--- config.mk ---
export PLATFORM = sky130hd
export DESIGN_NAME = alu_operand_stage
export DESIGN_NICKNAME = d
export VERILOG_FILES = /design/src/rtl/alu_operand_stage.sv
export SDC_FILE = /design/constraint.sdc
export NUM_CORES = 1
export LEC_CHECK = 0
export BUFFER_PORTS_ARGS = -buffer_cell sky130_fd_sc_hd__buf_2
export CAP_MARGIN = 25
export CELL_PAD_IN_SITES_DETAIL_PLACEMENT = 1
export CELL_PAD_IN_SITES_GLOBAL_PLACEMENT = 2
export CORE_ASPECT_RATIO = 0.9
export CORE_UTILIZATION = 29
export CTS_BUF_LIST = sky130_fd_sc_hd__clkbuf_2
export DETAILED_ROUTE_END_ITERATION = 16
export GPL_TIMING_DRIVEN = 0
export PLACE_DENSITY = 0.94
export SYNTH_ARGS = -nofsm -noshare
export SYNTH_HDL_FRONTEND = slang
export SYNTH_SLANG_ARGS = --single-unit
export TNS_END_PERCENT = 50
--- constraint.sdc ---
create_clock -name clk -period 2.41 [get_ports clk]
set_input_delay 0.1205 -clock clk [delete_from_list [all_inputs] [get_ports clk]]
set_output_delay 0.1205 -clock clk [all_outputs]
set_load 0.03 [all_outputs]
--- src/rtl/alu_operand_stage.sv ---
// alu_operand_stage
//   Registered operand-B stage for the execute path. Selects between the
//   forwarded rs2 value and an extended immediate, and holds the result behind
//   a valid/ready handshake. The forwarded rs2 value is also registered on its
//   own for stores.
//
// Ports
//   clk, rst_n          clock (rising edge), asynchronous active-low reset
//   in_valid/in_ready   upstream handshake; in_ready = !out_valid || out_ready
//   readData2           register-file rs2 value
//   imm, imm_mode       raw immediate and extension mode
//                       (00 zext, 01 sext, 10 upper, 11 sext<<2)
//   ALUsrc              0: forwarded rs2, 1: extended immediate
//   fwd_hit, fwd_data   forwarding sources, index 0 has highest priority
//   flush               drop the held operand and ignore this cycle's input
//   out_valid/out_ready downstream handshake
//   b                   registered ALU operand B
//   store_data          registered forwarded rs2
//   b_from_imm          registered ALUsrc of the held operand

module alu_operand_stage #(
  parameter int unsigned WIDTH   = 32,
  parameter int unsigned IMM_W   = 16,
  parameter int unsigned NUM_FWD = 2
) (
  input  logic                     clk,
  input  logic                     rst_n,
  input  logic                     in_valid,
  output logic                     in_ready,
  input  logic [WIDTH-1:0]         readData2,
  input  logic [IMM_W-1:0]         imm,
  input  logic [1:0]               imm_mode,
  input  logic                     ALUsrc,
  input  logic [NUM_FWD-1:0]       fwd_hit,
  input  logic [NUM_FWD*WIDTH-1:0] fwd_data,
  input  logic                     flush,
  output logic                     out_valid,
  input  logic                     out_ready,
  output logic [WIDTH-1:0]         b,
  output logic [WIDTH-1:0]         store_data,
  output logic                     b_from_imm
);

  localparam int unsigned UPPER_SH = WIDTH - IMM_W;
  localparam int unsigned FWD_W    = NUM_FWD * WIDTH;

  typedef enum logic {
    ST_EMPTY = 1'b0,
    ST_FULL  = 1'b1
  } state_t;

  typedef struct packed {
    logic [WIDTH-1:0] b;
    logic [WIDTH-1:0] store_data;
    logic             b_from_imm;
  } opnd_t;

  state_t           state_q;
  state_t           state_d;
  logic             load_en;
  opnd_t            opnd_d;
  opnd_t            opnd_q;

  logic [WIDTH-1:0] rs2_eff;
  logic [WIDTH-1:0] imm_zext;
  logic [WIDTH-1:0] imm_sext;
  logic [WIDTH-1:0] imm_ext;

  // Forwarding priority: walk sources from index 0 upward, first hit wins.
  logic [NUM_FWD-1:0] hit_scan;
  logic [FWD_W-1:0]   data_scan;
  logic               fwd_found;

  always_comb begin
    rs2_eff   = readData2;
    fwd_found = 1'b0;
    hit_scan  = fwd_hit;
    data_scan = fwd_data;
    for (int i = 0; i < int'(NUM_FWD); i++) begin
      if (hit_scan[0] && !fwd_found) begin
        rs2_eff   = data_scan[WIDTH-1:0];
        fwd_found = 1'b1;
      end
      hit_scan  = hit_scan >> 1;
      data_scan = data_scan >> WIDTH;
    end
  end

  // Immediate extension; the signed cast sign-extends from bit IMM_W-1.
  always_comb begin
    imm_zext = WIDTH'(imm);
    imm_sext = WIDTH'($signed(imm));
    imm_ext  = imm_zext;
    case (imm_mode)
      2'b00:   imm_ext = imm_zext;
      2'b01:   imm_ext = imm_sext;
      2'b10:   imm_ext = imm_zext << UPPER_SH;
      2'b11:   imm_ext = imm_sext << 2;
      default: imm_ext = imm_zext;
    endcase
  end

  // Payload captured on accept.
  always_comb begin
    opnd_d            = opnd_q;
    opnd_d.b          = ALUsrc ? imm_ext : rs2_eff;
    opnd_d.store_data = rs2_eff;
    opnd_d.b_from_imm = ALUsrc;
  end

  // Handshake state register.
  always_ff @(posedge clk or negedge rst_n) begin
    if (!rst_n) begin
      state_q <= ST_EMPTY;
    end else begin
      state_q <= state_d;
    end
  end

  // Next state and load enable; flush overrides any accept.
  always_comb begin
    state_d = state_q;
    load_en = 1'b0;
    case (state_q)
      ST_EMPTY: begin
        if (!flush && in_valid) begin
          load_en = 1'b1;
          state_d = ST_FULL;
        end
      end
      ST_FULL: begin
        if (flush) begin
          state_d = ST_EMPTY;
        end else if (out_ready) begin
          if (in_valid) begin
            load_en = 1'b1;
          end else begin
            state_d = ST_EMPTY;
          end
        end
      end
      default: state_d = ST_EMPTY;
    endcase
  end

  // Data registers only toggle on accept.
  always_ff @(posedge clk or negedge rst_n) begin
    if (!rst_n) begin
      opnd_q <= '0;
    end else if (load_en) begin
      opnd_q <= opnd_d;
    end
  end

  assign in_ready   = (state_q == ST_EMPTY) || out_ready;
  assign out_valid  = (state_q == ST_FULL);
  assign b          = opnd_q.b;
  assign store_data = opnd_q.store_data;
  assign b_from_imm = opnd_q.b_from_imm;

endmodule

* Word level (Yosys, flattened, before mapping)
Index checks and enable logic that the tools add are counted.
** Word-level totals
- Word-level logic and storage cells :: 27
- Bits in writable memories :: 0
- Register bits after elaboration :: 66
- Latch bits :: 0
- Memories kept :: 0
- Input port bits :: 122
- ROM bits :: 0
** Operators by class
- Mux-type cells :: 13
- $mul :: 0
- Eq/ne operators :: 3
- $lt $le $gt $ge :: 0
- Reduce and logical (&&, ||, !) cells :: 6
- Shift-type cells :: 0
- Bitwise logic cells :: 1
- Add/sub/neg operators :: 0
- Div/mod/pow operators :: 0
** Operators with widths (count)
- 32-bit one-hot mux with 4 select lines :: 1
- 32-bit two-way mux :: 3
- 1-bit two-way mux :: 7
- 2-bit equality test (second input constant) :: 2
- 1-bit one-hot mux with 2 select lines :: 2
- 2-bit by 1-bit equality test with 1-bit output (second input constant) :: 1
- 1-bit logical AND :: 2
- 1-bit zero test :: 2
- 2-bit zero test :: 1
- 1-bit logical OR :: 1
- 1-bit inverter :: 1

* Depth between registers and ports, before layout
- Word-level depth :: 5
- Mapped depth :: 7
- Gate-level depth less buffers :: 4

* Least setup slack after synthesis
No wires, ideal clock.
- Path type :: flip-flop to flip-flop
- From :: reg state_q (netlist: out_valid)
- To :: reg opnd_q (netlist bit store_data[22])
- Period minus slack after synthesis :: 1.660 ns
- Setup slack :: 0.750 ns
- Cell stages (with the launch flop) :: 6
- Library setup time :: 0.125 ns
- Arrival time :: 1.535 ns
- Cells stage by stage :: dfrtp_1 -> nor2b_1 -> buf_2 -> nor2_4 -> buf_4 -> mux2_2
** Between the ends
- Word-level cells in the longest chain between the ends :: 2
** Ends and longest elaborated chain
- start: declaration :: RTL line 58 : state_t state_q;
- start signal: assignment :: RTL line 116 : state_q <= state_d;
- 1-bit inverter
- 1-bit one-hot mux with 2 select lines * :: RTL line 124 : case (state_q)
- end signal: assignment :: RTL line 151 : opnd_q <= opnd_d;
- end: declaration :: RTL line 62 : opnd_t opnd_q;
Mark *: on every way between the ends. The rest lies on a longest branch, timed or not.
A chain may end at the register's enable or synchronous reset.

* Worst setup path after layout
- From :: reg state_q (netlist: out_valid)
- To :: reg opnd_q (netlist bit b[14])
The elaborated chain is that of the path after synthesis.

==> summary.md <==
| Metric | Value |
|---|---|
| Sequential area share after synthesis | 43.8% |
| Fmax | 458 MHz |
| GRT Total Usage | 22.8% |
| DRC Markers | 0 |
| Fin crit period | 2.18 ns |
| Hold Vio Cnt, Final | 0 |
| Post-CTS Setup Bufs | 0 |
| Setup violators final | 0 |
| Worst Path Class, Setup | register to register |
| Measured slew at the worst slew-check pin | 0.886 ns |
| Via count of the first global-routing pass | 4276 |
| Clk Latency, worst-skew pair | 0.49 ns |
| Yosys warning count | 0 |
| Area fraction of the dominant cell type after synthesis | 43.8% |
| DRT Wirelength | 15.1 mm |
| Num CTS Buffers | 9 |
| Layout net count | 698 |
| Remaining antenna violation count | 0 |
| Post-detail-place hpwl | 11.6 mm |
| Initial Util | 29.8% |
| CP endpoint kind | register |
| DIE AREA | 0.0135 mm^2 |
| Initial antenna violation count | 0 |
| Deepest clock path buffer count | 2 |
| Placed insts | 712 |
| Delay-heaviest family, CP | buffers and inverters |
| Area occupied by multi-input gates | 0.00193 mm^2 |
| Fin cells | 744 |
| Die Y | 110 um |
| Post-synthesis register bit count | 66 |
| Clock Skew | 0.0151 ns |
| Via count | 4023 |
| Cell Area, Synth | 0.00377 mm^2 |
| Setup TNS | 0 ns |
| Max stage delay cell, worst path | dlygate4sd3_1 |
| First drt pass iteration count | 4 |
| Syn Inst Count | 362 |
| Yosys cell types | 35 |
| Number of flops mapped to enable cells by yosys | 0 |
| Vias per cell | 5.41 |
| Critical-path cell list | nor2b_1 > buf_2 > nor2_4 > buf_2 > a31oi_1 > dlygate4sd3_1 |
| Syn nets | 484 |
| 1st-iter DRT viols | 205 |
| GPL Wtd Cong | 0.791 |
| Sink Count | 66 |
| Status | finished clean |
| Avg WL per Cell | 20.3 um |
| First-pass GRT wire length | 23.2 mm |
| CP max stage delay | 0.58 ns |
| Critical Path Start Type | register |
| Ys async rst share | 100% |
| Die X-Extent | 122 um |
| Pleak | 2.41 nW |
| Finished Core Util | 40.6% |
| Crit path required time | 2.80 ns |
| Row count | 39 |
| Root Buffer | clkbuf_2 |
| Pwr/cell area | 632 mW/mm^2 |
| Relative slew slack | 40.9% |
| Worst vdd ir | 0.270 mV |
| H-tree levels | 3 |
| Top cells by area, synth | dfrtp_1 44%, mux2_2 8.7%, mux2i_1 5.3% |
| I/O Buffers | 186 |
| Hold Path Class | input pin to register |
| Synthesized area per cell | 10.4 um^2 |
| CP max FO | 10 |
| Most used cell along the critical path | buf_2 |
| MaxCap Viol Count | 0 |
| Clock slew at reported path FFs | 0.19 ns |
| Global route total overflow | 0 |
| Filler cell count | 1534 |
| CTS tree | built |
| Antenna Cells | 0 |
| Final critical-path share of the clock period | 90.6% |
| Most common cell after layout, fill and taps aside | buf_2 |
| Core Region | 0.0127 mm^2 |
| Layout cell share with drive strength beyond 1 | 46.4% |
| Area leader, netlist | dfrtp_1 |
| Top_reg_cell synth | dfrtp_1 |
| Critical Path AT | 2.57 ns |
| CP bufs+invs | 3 |
| RSZ-0062 raised after global routing | no |
| Area Growth Syn to Fin | 36.6% |
| Most frequent cells in the layout | 202 x buf_2, 66 x dfrtp_1, 35 x o21ai_0, 29 x mux2_2, 29 x nand2_1 |
| FF+latch area | 0.00165 mm^2 |
| Final Max Tran Viols | 0 |
| Num ports | 189 |
| Largest net degree at the start of global routing | 67 |
==> logic make-up (layout without fill, tap and decap cells) <==
family / Yosys count / in the layout / share of synthesized area [%]
multiplexers: 49 / 49 / 14.0
AND/OR/NAND/NOR: 61 / 61 / 8.12
flip-flops: 66 / 66 / 43.8
AO/OA/AOI/OAI: 147 / 147 / 29.0
buffers and inverters: 39 / 257 / 5.14
==> sequential cells by signal, indices dropped and copies added (netlist names) <==
register and cells:
b 32, b_from_imm 1, out_valid 1, store_data 32
==> cell type report <==
| type | instances | area share, % |
|---|---|---|
| clock buffers | 10 | 0.971 |
| well taps | 164 | 3.98 |
| multi-input cells | 257 | 37.4 |
| inverters | 3 | 0.218 |
| plain buffers | 36 | 3.54 |
| clock inverters | 5 | 0.437 |
| flip-flops and latches | 66 | 32.0 |
| repair buffers | 203 | 21.4 |
==> timing repair <==
item	CTS	global route
endpoints found under the hold margin	79	1
gates resized for setup	0	0
hold buffers	16	1
==> per-layer routing <==
| metal | wire length (um) | GRT usage (%) |
|---|---|---|
| met2 | 7360 | 38.7 |
| met5 | 0 | 0 |
| met1 | 6380 | 28.4 |
| met3 | 1040 | 5.50 |
| met4 | 316 | 7.40 |
==> final timing paths <==
| kind | start | end | slack [ns] | cells past startpoint |
|---|---|---|---|---|
| worst max-delay path | out_valid$_DFF_PN0_ | b[14]$_DFFE_PN0P_ | 0.23 | 6 |
| worst max register to register | out_valid$_DFF_PN0_ | b[14]$_DFFE_PN0P_ | 0.23 | 6 |
| worst min register to register | store_data[13]$_DFFE_PN0P_ | store_data[13]$_DFFE_PN0P_ | 0.51 | 1 |
| max in group asynchronous | rst_n | out_valid$_DFF_PN0_ | 1.57 | 2 |
| worst min-delay path | fwd_data[25] | store_data[25]$_DFFE_PN0P_ | 0.02 | 4 |
| min in group asynchronous | rst_n | store_data[5]$_DFFE_PN0P_ | 0.28 | 2 |
==> cell usage after synthesis, types with 2 or more instances <==
cell,n
o221a_2,14
buf_6,2
a21o_1,3
a221o_1,2
clkbuf_1,13
a22oi_1,13
o21ai_0,35
o2111ai_1,10
nand2_1,29
nand3_1,3
buf_4,3
mux2i_1,20
nor2b_1,6
a211o_1,4
nor2_1,3
nand2b_1,15
o211ai_1,13
a2111oi_0,4
mux2_2,29
a2111o_1,14
buf_2,17
a21oi_1,17
dfrtp_1,66
a31oi_1,16
==> per-stage QoR <==
stage          total power, mW  hold slack, ns  setup slack [ns]  area, um^2
3_3_place_gp              2.69           0.308             0.710        4910
3_5_place_dp              2.73           0.301             0.665        4910
4_1_cts                   3.29         0.00208             0.240        5150
5_1_grt                   3.45         0.00202             0.146        5160
6_report                  3.26          0.0248             0.226        5160
2_1_floorplan             2.23          -0.175             0.750        3770
==> where the power goes <==
part           switching, mW  internal [mW]
sequential             0.109           1.30
clock                  0.405          0.123
combinational          0.849          0.468
==> tightest hold or removal path, delay by kind of cell <==
kind | cells | cell delay (ns)
simple gates | 1 | 0.04
compound gates | 1 | 0.09
buf+inv | 1 | 0.07
mux | 1 | 0.16
Power figures use the tool's default switching activity.
